==> config.mk <==
export PLATFORM = sky130hd
export DESIGN_NAME = axi_config_regfile
export DESIGN_NICKNAME = d
export VERILOG_FILES = /design/src/rtl/axi_config_regfile.sv
export SDC_FILE = /design/constraint.sdc
export NUM_CORES = 1
export LEC_CHECK = 0
export ABC_AREA = 1
export BUFFER_PORTS_ARGS = -buffer_cell sky130_fd_sc_hd__clkbuf_2
export CAP_MARGIN = 10
export CORE_MARGIN = 3
export CORE_UTILIZATION = 45
export DETAILED_ROUTE_END_ITERATION = 12
export PLACE_DENSITY = 0.7
export SYNTH_ARGS = -nofsm -noshare
export SYNTH_HDL_FRONTEND = slang
export SYNTH_SLANG_ARGS = --single-unit
==> constraint.sdc <==
create_clock -name clk -period 4 [get_ports clk]
set_input_delay 0.4 -clock clk [delete_from_list [all_inputs] [get_ports clk]]
set_output_delay 0.4 -clock clk [all_outputs]
set_load 0.05 [all_outputs]
==> src/rtl/axi_config_regfile.sv <==
// Config register bank: NUM_CTRL RW control words, sticky STATUS with IRQ_EN mask, RO ID word.
// Define AXI_CONFIG_REGFILE_CLR_ON_READ_EN to make STATUS clear-on-read instead of W1C.
module axi_config_regfile #(
  parameter int ADDR_WIDTH = 32,
  parameter int DATA_WIDTH = 32,
  parameter int STRB_WIDTH = DATA_WIDTH / 8,
  parameter int NUM_CTRL = 8,
  parameter int NUM_STAT = 16,
  parameter int RD_LATENCY = 1,
  parameter logic [31:0] ID_VALUE = 32'h0001_0000,
  parameter logic [DATA_WIDTH-1:0] CTRL_RESET = '0
) (
  input  logic                           clk,
  input  logic                           rst,
  input  logic                           rd,
  input  logic [ADDR_WIDTH-1:0]          raddr,
  output logic [DATA_WIDTH-1:0]          rdata,
  output logic                           rvalid,
  input  logic                           wr,
  input  logic [ADDR_WIDTH-1:0]          waddr,
  input  logic [DATA_WIDTH-1:0]          wdata,
  input  logic [STRB_WIDTH-1:0]          wstrb,
  output logic [NUM_CTRL*DATA_WIDTH-1:0] ctrl_q,
  input  logic [NUM_STAT-1:0]            stat_evt,
  output logic                           irq
);

  // Handshake: rd and wr are single-cycle strobes that are always accepted (no ready);
  // rvalid is a one-cycle pulse RD_LATENCY cycles after rd, rdata is valid only with it.

  localparam int SHIFT = $clog2(STRB_WIDTH);
  localparam logic [ADDR_WIDTH-1:0] IDX_STAT  = ADDR_WIDTH'(NUM_CTRL);
  localparam logic [ADDR_WIDTH-1:0] IDX_IRQEN = ADDR_WIDTH'(NUM_CTRL + 1);
  localparam logic [ADDR_WIDTH-1:0] IDX_ID    = ADDR_WIDTH'(NUM_CTRL + 2);

  logic [ADDR_WIDTH-1:0] ridx;
  logic [ADDR_WIDTH-1:0] widx;
  logic [DATA_WIDTH-1:0] wmask;
  logic [DATA_WIDTH-1:0] ctrl [NUM_CTRL];
  logic [NUM_STAT-1:0]   status;
  logic [NUM_STAT-1:0]   irq_en;
  logic [NUM_STAT-1:0]   stat_clr;
  logic [DATA_WIDTH-1:0] stat_ext;
  logic [DATA_WIDTH-1:0] irqen_ext;
  logic [DATA_WIDTH-1:0] rd_word;
  logic [DATA_WIDTH-1:0] pipe_d [RD_LATENCY];
  logic [RD_LATENCY-1:0] pipe_v;

  assign ridx = raddr >> SHIFT;
  assign widx = waddr >> SHIFT;

  always_comb begin
    wmask = '0;
    for (int b = 0; b < STRB_WIDTH; b++) begin
      wmask[b*8 +: 8] = {8{wstrb[b]}};
    end
  end

  always_comb begin
    ctrl_q = '0;
    for (int i = 0; i < NUM_CTRL; i++) begin
      ctrl_q[i*DATA_WIDTH +: DATA_WIDTH] = ctrl[i];
    end
  end

  // Bits to drop from STATUS this cycle; a same-cycle event is OR-ed back in afterwards.
  always_comb begin
    stat_clr = '0;
`ifdef AXI_CONFIG_REGFILE_CLR_ON_READ_EN
    if (rd && ridx == IDX_STAT) stat_clr = status;
`else
    if (wr && widx == IDX_STAT) stat_clr = wdata[NUM_STAT-1:0] & wmask[NUM_STAT-1:0];
`endif
  end

  always_comb begin
    stat_ext = '0;
    irqen_ext = '0;
    stat_ext[NUM_STAT-1:0] = status;
    irqen_ext[NUM_STAT-1:0] = irq_en;
  end

  // Read mux sees pre-write register state, giving read-before-write on collisions.
  always_comb begin
    rd_word = '0;
    for (int i = 0; i < NUM_CTRL; i++) begin
      if (ridx == ADDR_WIDTH'(i)) rd_word = ctrl[i];
    end
    if (ridx == IDX_STAT)  rd_word = stat_ext;
    if (ridx == IDX_IRQEN) rd_word = irqen_ext;
    if (ridx == IDX_ID)    rd_word = DATA_WIDTH'(ID_VALUE);
  end

  always_ff @(posedge clk) begin
    if (rst) begin
      for (int i = 0; i < NUM_CTRL; i++) ctrl[i] <= CTRL_RESET;
      status <= '0;
      irq_en <= '0;
      irq    <= 1'b0;
    end else begin
      for (int i = 0; i < NUM_CTRL; i++) begin
        if (wr && widx == ADDR_WIDTH'(i)) ctrl[i] <= (ctrl[i] & ~wmask) | (wdata & wmask);
      end
      if (wr && widx == IDX_IRQEN)
        irq_en <= (irq_en & ~wmask[NUM_STAT-1:0]) | (wdata[NUM_STAT-1:0] & wmask[NUM_STAT-1:0]);
      status <= (status & ~stat_clr) | stat_evt;
      irq    <= |(status & irq_en);
    end
  end

  // Each stage only loads when its input is valid, so rdata holds between pulses.
  always_ff @(posedge clk) begin
    if (rst) begin
      pipe_v <= '0;
      for (int i = 0; i < RD_LATENCY; i++) pipe_d[i] <= '0;
    end else begin
      pipe_v[0] <= rd;
      if (rd) pipe_d[0] <= rd_word;
      for (int i = 1; i < RD_LATENCY; i++) begin
        pipe_v[i] <= pipe_v[i-1];
        if (pipe_v[i-1]) pipe_d[i] <= pipe_d[i-1];
      end
    end
  end

  assign rdata  = pipe_d[RD_LATENCY-1];
  assign rvalid = pipe_v[RD_LATENCY-1];

endmodule

==> impl_metrics.ini, run 1 <==
[run_status]
status = completed

[sta]
relSlewSlack = 0.244
fin_crit_sh = 0.717
period_minus_slack_ps = 2870
fmax_mhz = 349
tns_ps = 0
maxSlewViolCount = 0
rsz0062_at_grt = false
skew_ps = 15.6
finalHoldViolations = 0
worstMarginPinSlew_ps = 1130
finalSetupViolCount = 0

[routing]
wire_per_inst_um = 20.7
vias = 15000
first_pass_iters = 5
wirelength_um = 57200
drtAntennaViolNets = 0
viasPerCell = 5.43
drcViolationCount = 0
first_iter_violations = 1239

[yosys]
synthCells = 1917
synth-seq-area-share = 0.567
synth_cell_types = 37
synth-seq-cells = 322
synth.net_count = 2037
syn_area_mm2 = 0.0165
syn_area_per_cell_um2 = 8.59
ys_warn_count = 0

[clocking]
h-tree-depth = 2
clockBufferDepth = 3
clkTransAtPathRegs_ps = 60
cts_hold_buf = 0
clock-sinks = 322
postCtsSetupBuffers = 0
clk_latency_ps = 530
cts-resized-gates = 0
cts_buffers = 38
cts_tree = built
cts-root-buf = clkbuf_16

[die]
io_pins = 410
start_util = 0.459
coreArea_mm2 = 0.0358
chipWidth_um = 197
row_count = 69
die_area_mm2 = 0.0389
die_h_um = 197

[worst_setup_path]
reg2reg_depth = 8
reg2reg_slack_ps = 2400
crit_type = in -> reg
cp_slowest_cell = nand2_1
r2r-end = pipe_d[0][24]
cp.arrival_ps = 3140
crit_top_cell = nor2_1
required_ps = 4270
crit_chain = clkbuf_2, or2_1, nor2_1, nand2_2, nor2_8, nand3_2, nand2_1, nor2_1, inv_1, nor2_1, o21ai_1, inv_1
cp-end-kind = flop
max_stage_delay_ps = 570
cp_max_fo = 18
r2r_start = ctrl[0][24]
cp-start-kind = input port

[finish]
multi_input_area_mm2 = 0.00573
nFillCells = 3284
area_growth_pct = 22.3
drive_gt1_frac = 0.223
final_common_cell = clkbuf_2
design_area_mm2 = 0.0201
regArea_mm2 = 0.00933
finalNetCount = 2405
layout_common_cells = clkbuf_2 (404), nand2_1 (322), a21oi_1 (308)

[grt]
antenna_found_initial = 1
grt_start_max_net_pins = 66
first_global_vias = 14400
gr-total-overflow = 0
grt_pass1_wl_um = 85000
grt_usage = 0.284

[worst_hold_path]
hold_path_class = in -> reg
holdPathStages = 3
min_from = stat_evt[8]
min_to = status[8]

[power]
total_power_uw = 8430
p_leak_uw = 0.00888
ir_drop_mv = 0.286
p_per_area_mw_per_mm2 = 419

[placed_design]
gp_congestion = 0.915
dp.final_hpwl_um = 40900
place_area_mm2 = 0.0189
port_buffers = 405

[run]
maxCapViolCount = 0
[flip-flops by register name, indices dropped and copies added (netlist names), named ones only]
name and count:
rvalid 1, ctrl 256, pipe_d 32, irq 1, status 16
[Yosys cell counts, drive strengths merged]
master,instances,area share
nor2,248,0.058
o211ai,18,0.0082
o21bai,12,0.0055
a21oi,308,0.094
nor3,6,0.0028
or2,10,0.0038
nand3b,2,0.00091
nand3,72,0.024
o21ai,178,0.054
nand4,18,0.0068
nor4,8,0.0052
a31oi,1,0.00038
a22o,1,0.00053
edfxtp,288,0.53
buf,35,0.011
dfxtp,34,0.041
a211oi,17,0.0078
nand2,323,0.074
inv,259,0.059
clkbuf,77,0.018
a221oi,2,0.0011
[critical path, delay by kind of cell]
kind | cells | cell delay (ps)
AO/OA/AOI/OAI | 1 | 80
AND/OR/NAND/NOR | 8 | 2160
buffers and inverters | 3 | 450
[through the flow]
stage                     setup slack, ps   util  hold slack [ps]  std cells
final                                1130  0.562             82.3       2772
after global routing                  954  0.562             78.0       2771
after CTS                            1230  0.562             64.5       2771
after detailed placement              691  0.527              457       2706
after global placement                737  0.527              456       2706
after floorplan                       813      -              444       1917
[layout make-up]
cell class,instances,share of cell area
well taps,461,0.0286
clock buffers,55,0.0541
repair buffers,440,0.114
diodes,1,0.000124
flip-flops and latches,322,0.463
multi-input cells,1224,0.284
inverters,259,0.0483
clock inverters,10,0.00758
[worst max path at each step]
stage	from	end	slack (ps)	cells past startpoint
2_1_floorplan	waddr[25]	ctrl[1][100]	810	5
3_3_place_gp	raddr[31]	pipe_d[0][31]	740	12
3_5_place_dp	raddr[31]	pipe_d[0][24]	690	12
4_1_cts	raddr[31]	pipe_d[0][21]	1230	12
5_1_grt	raddr[31]	pipe_d[0][21]	950	12
6_report	raddr[31]	pipe_d[0][24]	1130	12
[layer usage]
metal | share of wire | GRT usage | vias up | wire length (µm)
met5 | 0.00017 | 0 | - | 10
met1 | 0.37 | 0.339 | 7066 | 20900
met3 | 0.089 | 0.0580 | 107 | 5080
li1 | - | - | 7186 | -
met2 | 0.52 | 0.515 | 681 | 29500
met4 | 0.030 | 0.0863 | 2 | 1690
[cells by family (layout without fill, tap and decap cells)]
logic type             count (synthesis)  after routing  share of synthesized area
AND/OR/NAND/NOR                      687            687                      0.175
AO/OA/AOI/OAI                        537            537                      0.171
buffers and inverters                371            764                     0.0874
flip-flops                           322            322                      0.567
other                                  0              1                          0
[report_power, final]
part	internal (µW)	total (µW)	switching, µW
Clock	2140	3500	1360
Sequential	3800	3910	107
Combinational	206	1020	812
No activity file was read; power rests on OpenSTA's default activity.
==> run 2: changes to the inputs <==
--- a/config.mk
+++ b/config.mk
@@ -11,7 +11,7 @@
 export CORE_MARGIN = 3
 export CORE_UTILIZATION = 45
 export DETAILED_ROUTE_END_ITERATION = 12
-export PLACE_DENSITY = 0.7
+export PLACE_DENSITY = 0.67
 export SYNTH_ARGS = -nofsm -noshare
 export SYNTH_HDL_FRONTEND = slang
 export SYNTH_SLANG_ARGS = --single-unit
==> constraint.sdc (replaced) <==
create_clock -name clk -period 2.9 [get_ports clk]
set_input_delay 0.29 -clock clk [delete_from_list [all_inputs] [get_ports clk]]
set_output_delay 0.29 -clock clk [all_outputs]
set_load 0.05 [all_outputs]
==> run 2 against run 1 <==
Die area is the same. Clock power grew 21%. Critical path depth is 6 higher. Routed wire length decreased by 0.76%. Design area rose by 1.2%. First-iteration DRC count increased by 13%. Total power rose by 32%. Non-clock buffer count increased by 30. Setup slack lost 370 ps. Worst hold slack got worse by 61 ps. Sequential power grew 38%. Sequential cell count unchanged. Critical endpoint is now pipe_d[0][8]. Largest power group unchanged.
==> impl_metrics.ini, run 2 (synthesized netlist as in run 1, its figures left out) <==
[worst_setup_path]
max_stage_delay_ps = 260
crit_family = simple AND/OR/NAND/NOR gates
path_depth = 18
crit_top_cell = nand2_1
crit_type = in -> reg
crit_chain = clkbuf_2, or2_1, nor2_1, nand2_2, nor2_8, buf_4, nand3_1, buf_4, inv_2, buf_4, nand2_1, nand2_1, inv_1, nand2_1, nand2_1, nand2_1, nand2_1, a21oi_1
required_ps = 3240
cp_num_buf_inv = 6
cp-start-kind = input port
reg2reg_depth = 8
cp.arrival_ps = 2480
cp-end-kind = flop
crit_end = pipe_d[0][8]
r2r-end = pipe_d[0][31]
crit_start = raddr[31]
r2r_start = ctrl[0][31]
cp_slowest_cell = buf_4
reg2reg_slack_ps = 1340
cp_max_fo = 17

[sta]
tns_ps = 0
finalHoldWorstSlack_ps = 21.4
finalHoldViolations = 0
period_minus_slack_ps = 2130
rsz0062_at_grt = false
maxSlewViolCount = 0
fmax_mhz = 469
worstMarginPinSlew_ps = 1070
finalSetupViolCount = 0
fin_crit_sh = 0.736
relSlewSlack = 0.284
skew_ps = 14.5

[routing]
first_iter_violations = 1400
first_pass_iters = 6
wirelength_um = 56800
drtAntennaViolNets = 0
viasPerCell = 5.41
vias = 15200
drcViolationCount = 0
wire_per_inst_um = 20.3

[grt]
antenna_found_initial = 0
grt_pass1_wl_um = 85500
first_global_vias = 14800
gr-total-overflow = 0
grt_start_max_net_pins = 98
grt_usage = 0.284

[clocking]
clockBufferDepth = 3
clk_latency_ps = 510
cts-resized-gates = 0
clkTransAtPathRegs_ps = 60
cts-root-buf = clkbuf_16
clock-sinks = 322
cts_buffers = 37
cts_tree = built
h-tree-depth = 2

[finish]
drive_gt1_frac = 0.228
top_register = ctrl
area_growth_pct = 23.8
largest_register_ffs = 256
reg.largest.list = ctrl: 256 flops, pipe_d: 32 flops, status: 16 flops
final_cells = 2798
final_common_cell = clkbuf_2
diodes = 0
finalNetCount = 2434
nFillCells = 3311
layout_common_cells = clkbuf_2 (404), nand2_1 (322), a21oi_1 (308)

[die]
die_h_um = 197
start_util = 0.459
coreArea_mm2 = 0.0358
io_pins = 410
chipWidth_um = 197
die_area_mm2 = 0.0389
row_count = 69

[power]
total_power_uw = 11100
p_per_area_mw_per_mm2 = 544
p_leak_uw = 0.00902
ir_drop_mv = 0.520

[run]
maxCapViolCount = 0

[placed_design]
place_inst = 2728
gp_congestion = 0.901
port_buffers = 405
dp.final_hpwl_um = 41400

[worst_hold_path]
hold_path_class = in -> reg

[run_status]
status = completed
run 2: worst min-delay path: cells and delay by family:
kind,cells,cell delay (ps)
AOI/OAI and AO/OA,1,60
buffers and inverters,2,130
run 2: how the worst min path moves through the flow:
stage / from / to / slack [ps] / cells after the start
2_1_floorplan: stat_evt[0] / status[0] / 420 / 2
3_3_place_gp: flop / flop / 460 / 2
3_5_place_dp: flop / flop / 460 / 2
4_1_cts: stat_evt[9] / status[9] / 3 / 3
5_1_grt: stat_evt[14] / status[14] / 20 / 3
6_report: stat_evt[6] / status[6] / 20 / 3
run 2: timing repair:
item / CTS / global route
hold endpoints to repair: 8 / 0
endpoints found under the setup margin: 0 / 0
hold buffers: 8 / 0
buffers inserted: 0 / 0
run 2: cell type report:
cell class / instances / area [µm²] / area share
flip-flops and latches: 322 / 9330 / 0.458
multi-input cells: 1224 / 5720 / 0.281
repair buffers: 470 / 2740 / 0.134
inverters: 259 / 972 / 0.0477
clock buffers: 48 / 967 / 0.0474
well taps: 461 / 577 / 0.0283
clock inverters: 14 / 85.1 / 0.00417
run 2: report_power, final:
part / total, µW / switching (µW) / internal [µW]
Sequential: 5400 / 153 / 5240
Combinational: 1440 / 1130 / 313
Clock: 4250 / 1830 / 2420
run 2: stage by stage:
step                      instance area, µm²  worst slack [ps]   util
final                                  20400               767  0.569
after global routing                   20400               542  0.569
after CTS                              20400               751  0.569
after detailed placement               19300               224  0.537
after global placement                 19300               279  0.537
after floorplan                        16500               419      -
run 2: layer usage:
layer,share of wire,routed length (µm),GRT usage,vias to the layer above
met5,0,0,0,-
met4,0.043,2420,0.114,0
met3,0.093,5260,0.0578,127
met2,0.50,28600,0.504,723
met1,0.36,20500,0.337,7055
li1,-,-,-,7245
==> run 3: changes to the inputs <==
==> constraint.sdc (replaced) <==
create_clock -name clk -period 2.2 [get_ports clk]
set_input_delay 0.22 -clock clk [delete_from_list [all_inputs] [get_ports clk]]
set_output_delay 0.22 -clock clk [all_outputs]
set_load 0.05 [all_outputs]
==> run 3 against run 2 <==
Clock power rose by 37%. Setup slack worse by 510 ps. Clock-buffer cell count increased by 3. Total power increased by 35%. Clock skew up 1.4 ps. Global-route usage increased by 1.3 points. Die area is the same. Via count rose by 3.5%. Sequential cell count unchanged. Critical endpoint is now ctrl[1][94]. Largest cell class unchanged.
==> impl_metrics.ini, run 3 (synthesized netlist as in run 1, its figures left out) <==
[finish]
final_common_cell = clkbuf_2
layout_common_cells = clkbuf_2 (404), nand2_1 (318), a21oi_1 (308)
design_area_mm2 = 0.0213
top_register = ctrl
largest_register_ffs = 256
reg.largest.list = ctrl: 256 flops, pipe_d: 32 flops, status: 16 flops
area_growth_pct = 29.3
postLayoutCoreUtil = 0.594
finalNetCount = 2500
drive_gt1_frac = 0.240
final_cells = 2873

[placed_design]
dp.final_hpwl_um = 44000
place_area_mm2 = 0.0198
preCtsSetupSlack_ps = -255
port_buffers = 405
place_inst = 2768
gp_congestion = 0.947

[worst_setup_path]
crit_chain = clkbuf_2, nor4_1, buf_4, inv_1, nor3_1, inv_1, buf_4, nor2_1, nand3_1, nand2_2, buf_12
crit_type = in -> reg
cp_max_fo = 16
cp_num_buf_inv = 6
required_ps = 2430
cp-end-kind = flop
cp.arrival_ps = 2180
cp_slowest_cell = nor4_1
cp-start-kind = input port
max_stage_delay_ps = 420
crit_family = simple AND/OR/NAND/NOR gates

[clocking]
cts_buffers = 37
clk_latency_ps = 530
cts_tree = built
h-tree-depth = 2
clock-sinks = 322
cts-root-buf = clkbuf_16
clockBufferDepth = 3
clkTransAtPathRegs_ps = 60

[die]
io_pins = 410
row_count = 69
chipWidth_um = 197
die_area_mm2 = 0.0389
die_h_um = 197
start_util = 0.459
coreArea_mm2 = 0.0358

[grt]
grt_pass1_wl_um = 88500
first_global_vias = 15100
gr-total-overflow = 0
antenna_found_initial = 5
grt_usage = 0.297
grt_start_max_net_pins = 66

[routing]
first_pass_iters = 5
drtAntennaViolNets = 0
viasPerCell = 5.46
wire_per_inst_um = 20.7
wirelength_um = 59400
first_iter_violations = 1326
vias = 15700
drcViolationCount = 0

[power]
p_per_area_mw_per_mm2 = 703
ir_drop_mv = 0.589
p_leak_uw = 0.00944

[sta]
finalHoldWorstSlack_ps = 103
maxSlewViolCount = 0
period_minus_slack_ps = 1950
fin_ws_ps = 255
rsz0062_at_grt = false
relSlewSlack = 0.503
skew_ps = 15.9
finalSetupViolCount = 0
finalHoldViolations = 0
fin_crit_sh = 0.884
worstMarginPinSlew_ps = 745
fmax_mhz = 514

[run]
maxCapViolCount = 0

[worst_hold_path]
hold_path_class = in -> reg

[run_status]
status = completed
## run 3: changes by cell type in the layout (fill, tap and decap cells not counted), moves of 2 or more
| cell | before | now |
|---|---|---|
| clkinv_1 | 8 | 10 |
| clkbuf_16 | 37 | 39 |
| buf_12 | 16 | 36 |
| dlygate4sd3_1 | 8 | 34 |
| clkinv_2 | 5 | 2 |
| diode_2 | 0 | 5 |
| buf_4 | 41 | 61 |
| nand2_2 | 1 | 5 |
| nand2_1 | 322 | 318 |
## run 3: per-layer routing
metal	vias to the layer above	wire [µm]	track usage
li1	7387	-	-
met1	7380	21100	0.345
met2	773	30100	0.530
met3	136	5580	0.0686
met4	0	2570	0.122
met5	-	0	0
## run 3: final cells by class
cell class | count | area, µm²
multi-input combinational | 1224 | 5740
inverter | 259 | 972
tap | 461 | 577
clock inverter | 15 | 93.8
timing repair buffer | 536 | 3550
clock buffer | 51 | 1020
sequential | 322 | 9330
antenna | 5 | 12.5
fill | 3226 | 14500
## run 3: final timing paths
check	startpoint	endpoint	slack, ps	cells past startpoint
worst min-delay path	wdata[23]	ctrl[1][87]	100	3
worst max-delay path	waddr[11]	ctrl[1][94]	250	11
worst min register to register	flop	flop	470	2
worst max register to register	ctrl[0][63]	pipe_d[0][31]	670	8
## run 3: power by group
part           switching (µW)  total, µW  leakage, µW  internal [µW]
clock network            2470       5830     0.000537           3360
registers                 220       7130      0.00327           6910
logic                    1520       2000      0.00564            485
## run 3: worst min-delay path, cell delays in order
cell and delay [ps]:
clkbuf_2 80, nand2_1 80, a21oi_1 140
## run 3: what timing repair did
action | 4_1_cts | 5_1_grt
gates resized for setup | 0 | 0
setup buffers | 0 | 0
hold buffers | 34 | 0
endpoints found under the hold margin | 33 | 0
## run 3: metrics by stage
stage               power [µW]  setup TNS, ps
finish                   15000              0
global route             15400              0
CTS                      15000              0
detailed placement        9210         -33660
global placement          9180         -11670
floorplan                 8480              0
